==> src/rtl/cardinal_nic.sv <==
// Memory-mapped NIC: one-packet input buffer and output channel between the processor and a router port.
// Define CARDINAL_NIC_OUT_FIFO_EN to turn the output channel into a 2-entry FIFO.
module cardinal_nic #(
  parameter int DATA_WIDTH = 64,
  parameter int ADDR_WIDTH = 2
) (
  input  logic                  Clock,
  input  logic                  Reset,
  input  logic [0:ADDR_WIDTH-1] addr,
  input  logic [0:DATA_WIDTH-1] d_in,
  output logic [0:DATA_WIDTH-1] d_out,
  input  logic                  nicEn,
  input  logic                  nicWrEn,
  input  logic                  net_si,
  output logic                  net_ri,
  input  logic [0:DATA_WIDTH-1] net_di,
  output logic                  net_so,
  input  logic                  net_ro,
  output logic [0:DATA_WIDTH-1] net_do,
  input  logic                  net_polarity
);

  logic [0:DATA_WIDTH-1] icb;
  logic                  ics;

  logic [0:DATA_WIDTH-1] out_head;
  logic                  out_valid;
  logic                  out_full;
  logic                  inject;
  logic                  wr_out;
  logic                  rd_in;
  logic [0:DATA_WIDTH-1] status;

`ifdef CARDINAL_NIC_OUT_FIFO_EN
  logic [0:DATA_WIDTH-1] fifo_mem [0:1];
  logic                  rd_ptr;
  logic                  wr_ptr;
  logic [1:0]            count;

  assign out_head  = fifo_mem[rd_ptr];
  assign out_valid = (count != 2'd0);
  assign out_full  = (count == 2'd2);
`else
  logic [0:DATA_WIDTH-1] ocb;
  logic                  ocs;

  assign out_head  = ocb;
  assign out_valid = ocs;
  assign out_full  = ocs;
`endif

  assign net_ri = ~Reset & ~ics;
  assign inject = out_valid & net_ro & (out_head[0] == net_polarity);
  assign wr_out = nicEn & nicWrEn & (addr == 2'b10) & ~out_full;
  assign rd_in  = nicEn & ~nicWrEn & (addr == 2'b00);

  always_comb begin
    status = '0;
    status[DATA_WIDTH-1] = out_full;
`ifdef CARDINAL_NIC_OUT_FIFO_EN
    status[DATA_WIDTH-2] = out_valid;
`endif
    d_out = '0;
    if (!Reset && nicEn && !nicWrEn) begin
      case (addr)
        2'b00:   d_out = icb;
        2'b01:   d_out = {{(DATA_WIDTH-1){1'b0}}, ics};
        2'b10:   d_out = out_head;
        2'b11:   d_out = status;
        default: d_out = '0;
      endcase
    end
  end

  always_ff @(posedge Clock) begin
    if (Reset) begin
      icb    <= '0;
      ics    <= 1'b0;
      net_so <= 1'b0;
      net_do <= '0;
    end else begin
      // receive and a clearing read of 00 are mutually exclusive since net_ri=~ics
      if (net_si && net_ri) begin
        icb <= net_di;
        ics <= 1'b1;
      end else if (rd_in && ics) begin
        ics <= 1'b0;
      end
      net_so <= inject;
      if (inject) net_do <= out_head;
    end
  end

`ifdef CARDINAL_NIC_OUT_FIFO_EN
  always_ff @(posedge Clock) begin
    if (Reset) begin
      for (int unsigned i = 0; i < 2; i++) fifo_mem[i] <= '0;
      rd_ptr <= 1'b0;
      wr_ptr <= 1'b0;
      count  <= 2'd0;
    end else begin
      if (wr_out) begin
        fifo_mem[wr_ptr] <= d_in;
        wr_ptr           <= ~wr_ptr;
      end
      if (inject) rd_ptr <= ~rd_ptr;
      case ({wr_out, inject})
        2'b10:   count <= count + 2'd1;
        2'b01:   count <= count - 2'd1;
        default: count <= count;
      endcase
    end
  end
`else
  always_ff @(posedge Clock) begin
    if (Reset) begin
      ocb <= '0;
      ocs <= 1'b0;
    end else if (inject) begin
      ocs <= 1'b0;
    end else if (wr_out) begin
      ocb <= d_in;
      ocs <= 1'b1;
    end
  end
`endif

endmodule

==> config.mk <==
export PLATFORM = sky130hd
export DESIGN_NAME = cardinal_nic
export DESIGN_NICKNAME = d
export VERILOG_FILES = /design/src/rtl/cardinal_nic.sv
export SDC_FILE = /design/constraint.sdc
export NUM_CORES = 1
export LEC_CHECK = 0
export BUFFER_PORTS_ARGS = -buffer_cell sky130_fd_sc_hd__clkbuf_2
export CORE_MARGIN = 2
export CORE_UTILIZATION = 45
export DETAILED_ROUTE_END_ITERATION = 10
export PLACE_DENSITY = 0.76
export SLEW_MARGIN = 10
export SYNTH_ARGS = -nofsm -noshare
export SYNTH_HDL_FRONTEND = slang
export SYNTH_SLANG_ARGS = --single-unit
==> constraint.sdc <==
create_clock -name Clock -period 1.25 [get_ports Clock]
set_input_delay 0.1875 -clock Clock [delete_from_list [all_inputs] [get_ports Clock]]
set_output_delay 0.1875 -clock Clock [all_outputs]
set_load 0.02 [all_outputs]
### Yosys cells after proc, flatten, opt, wreduce, memory -nomap -nowiden

Cells that the tools add are included.

* flip-flop bits (word level): 195
* input port bits: 137
* output and inout port bits: 130
* word-level logic and storage cells: 37

* equality and inequality tests: 4
* muxes and demuxes: 4
* bitwise logic cells: 13
* reduce and logical (&&, ||, !) cells: 10

Operators with widths (count)
* case mux 64 bit (4 select lines): 1
* two-way mux 64 bit: 1
* AND 1 bit: 8
* inverter 1 bit: 5
* equality test 2 bit, second input constant: 2
* logical AND 1 bit: 4
* equality test 2 x 1 -> 1 bit, second input constant: 1
* logical NOT 1 bit: 2
* logical NOT 2 bit: 1
* two-way mux 1 bit: 2
* AND reduction 2 bit: 1
* nonzero test 2 bit: 1
* OR reduction 2 bit: 1
* equality test 1 bit: 1

### Depth between registers and ports, before layout

* depth after elaboration: 6
* mapped depth: 6
* mapped depth without buffers: 3

### Least setup slack after synthesis

Ideal clock, no wire load.

* kind: in2out
* start: input nicWrEn
* end: output d_out[10] (netlist name)
* arrival: 1243 ps
* required time: 1062 ps
* path slack: -181 ps
* stages: 5
* buffers on the path: 2
* cells stage by stage: nand2b_1 or3_1 buf_2 buf_2 nor2_1

* word-level cells in the longest chain between the ends: 3

RTL lines
* start, declared: line 13 `input logic nicWrEn,`
* logical NOT 1 bit: line 64 `if (!Reset && nicEn && !nicWrEn) begin`
* logical AND 1 bit: line 64
* two-way mux 64 bit: line 64
* end, declared: line 11 `output logic [0:DATA_WIDTH-1] d_out,`

Every way passes these cells.

### Worst setup path after layout

* start: register ocs
* end: output d_out[63] (netlist name)

* word-level cells in the longest chain between the ends: 2

RTL lines
* start, declared: line 45 `logic ocs;`
* start signal, assigned: line 118 `ocs <= 1'b0;`
* start signal, assigned: line 120 `ocs <= 1'b0;`
* start signal, assigned: line 123 `ocs <= 1'b1;`
* case mux 64 bit (4 select lines): line 65 `case (addr)`
* two-way mux 64 bit: line 64

Every way passes these cells.

==> key figures <==
Outcome
  – Status: finished, violations left
  – Failing checks: negative setup slack

Final layout
  – Commonest non-fill, non-tap cells in the layout: nand2_1 (204), clkbuf_2 (199), dfxtp_1 (192), dlygate4sd3_1 (125), mux2i_1 (114)
  – Nets: 1,446
  – Share of cells above drive strength 1: 45.8%
  – Commonest non-fill, non-tap cell in the layout: nand2_1
  – Finished Cell Area: 14,900 µm²
  – P&R area growth vs syn: 91.4%

Critical path
  – Worst path slowest cell: mux4_2
  – Critical Path AT: 1.53 ns
  – CP endpoint kind: output pin
  – Crit-path cells: mux4_2, nor3b_4, buf_6
  – Critical Path RT: 1.06 ns
  – Worst setup SP type: register
  – Crit Path Max Fanout: 2
  – Crit-path max cell delay: 0.47 ns
  – WS Path Type: reg2out

CTS
  – Reg clk slew, reported paths: 0.08 ns
  – Root Buffer: clkbuf_16
  – Clk sinks: 195
  – Cts bufs inserted: 17
  – H-tree levels: 4
  – CTS tree: yes
  – Clk Latency, worst-skew pair: 0.44 ns
  – Worst-case clock buffer depth: 2

Run
  – Max_cap viols: 0

STA
  – Setup-failing EPs final: 261
  – Crit path setup slack, layout: -0.472 ns
  – Min cycle time layout: 1.72 ns
  – Final worst path period share: 138%
  – Fmax: 0.581 GHz
  – Unrepaired setup endpoints after global routing: true
  – Worst-Margin Slew: 0.427 ns
  – Hold Vio Cnt, Final: 0
  – Rel. slew slack: 70.7%
  – Max-slew violation count: 0
  – Clock Skew: 0.0114 ns

GRT
  – Grt ovf: 0
  – First-pass GRT wire length: 49,200 µm
  – Largest net degree at the start of global routing: 33
  – Vias in the first global route: 9,037
  – Antenna violations before repair: 3
  – Total GRT Usage: 35.4%

Floorplanning
  – IO Count: 267
  – Die X: 136 µm
  – Die Height: 136 µm
  – Placeable core area: 17,100 µm²
  – Initial Util: 45.6%
  – Die area: 18,400 µm²
  – Site row count: 48

Power and ir drop
  – Total power: 0.0150 W
  – Lkg Pwr: 6.37 nW
  – PD cells: 1000 nW/µm²
  – Worst IR drop on VDD: 0.891 mV

Drt
  – Vias: 9,121
  – # DRC: 0
  – Routed wire length: 38,900 µm
  – Initial DRC Count: 607
  – Detail Route Antenna Nets: 0
  – Routed WL per cell: 25.1 µm
  – Via density: 5.88
  – TritonRoute pass-1 iters: 5

Synth
  – Post-synthesis sequential area ratio: 50.0%
  – Mapped Avg Cell Area: 9.13 µm²
  – Syn. warnings: 0
  – Yosys cell types: 23
  – Seq cells post-synth: 195
  – Mapped Nets: 992
  – Synth Instances: 855
  – Synthesized area: 7810 µm²

Placed design
  – Dpl hpwl: 14,700 µm
  – GPL Wtd Cong: 0.830
  – Area after DPL: 9800 µm²
  – Port Buf Inserts: 266

Hold path
  – HP Class: in2reg
## metal layers
layer  track usage, %  routed length [µm]  share of wire (%)
met1             38.7               13400                 34
met2             61.8               19300                 50
met3             6.92                2860                7.3
met4             24.5                3400                8.7
met5                0                   0                  0
## cell type report
type                       instances  area [µm²]
fill                             739        2170
multi-input combinational        589        4640
timing repair buffer             505        5490
tap                              225         282
antenna                            3        7.51
clock inverter                    13         163
inverter                           1        8.76
sequential                       195        3910
clock buffer                      19         443
## cells in the mapped netlist, drive strengths merged
cell,count,area [µm²]
a22o,64,561
buf,55,369
clkbuf,15,56.3
dfxtp,195,3900
inv,1,3.75
mux2i,127,1270
mux4,1,22.5
nand2,257,965
nand2b,2,12.5
nand4b,1,8.76
nor2,65,244
nor3,1,10.0
nor3b,2,20.0
o21a,2,15.0
o21ai,64,320
o311ai,1,8.76
or3,1,6.26
xor2,1,8.76
## registers in the layout, indices dropped and copies added (netlist names)
signal,cells
ocb,64
ocs,1
icb,64
net_do,64
net_so,1
ics,1
## through the flow
stage / hold WS [ns] / TNS [ns] / util [%] / worst slack (ns) / cells
floorplan: 0.296 / -8.75 / - / -0.145 / 855
CTS: 0.00222 / -51.40 / 81.5 / -0.486 / 1530
detailed placement: 0.388 / -33.45 / 57.2 / -0.296 / 1317
global placement: 0.382 / -30.98 / 57.2 / -0.265 / 1317
global route: 0.0118 / -60.98 / 87.3 / -0.493 / 1550
finish: 0.00809 / -54.89 / 87.3 / -0.472 / 1550
## final timing paths
check / slack (ns) / endpoint / from / cells after the start
setup / recovery: -0.47 / d_out[63] / ocs / 3
hold / removal: 0.008 / ocb[54] / d_in[54] / 3
setup reg to reg: -0.32 / icb[21] / ics / 8
hold reg to reg: 0.46 / icb[37] / icb[37] / 2
## worst max-delay path: cells and delay by family, from the launching register on
family                 cells  cell delay, ns
buffers and inverters      1            0.14
flip-flops                 1            0.33
multiplexers               1            0.47
AND/OR/NAND/NOR            1            0.17
## repair_timing
item / 4_1_cts / 5_1_grt
pin swaps: 76 / 107
resized for setup: 321 / 257
buffers inserted: 27 / 17
hold buffers: 125 / 0
gates cloned: 30 / 20
setup endpoints to repair: 152 / 259
hold endpoints to repair: 125 / 0
## report_power, final
group,internal (W),switching (W)
sequential,0.00643,0.000167
combinational,0.00135,0.00128
clock,0.00308,0.00268
total,0.0109,0.00413
## logic make-up (layout without fill, tap and decap cells)
logic type,Yosys count,in the layout,share of synthesized area [%]
buf+inv,71,538,5.50
xor+xnor,1,1,0.112
flops,195,195,50.0
other cells,0,3,0
compound gates,131,131,11.6
simple gates,329,329,16.2
mux,128,128,16.6
Power figures use the tool's default switching activity.
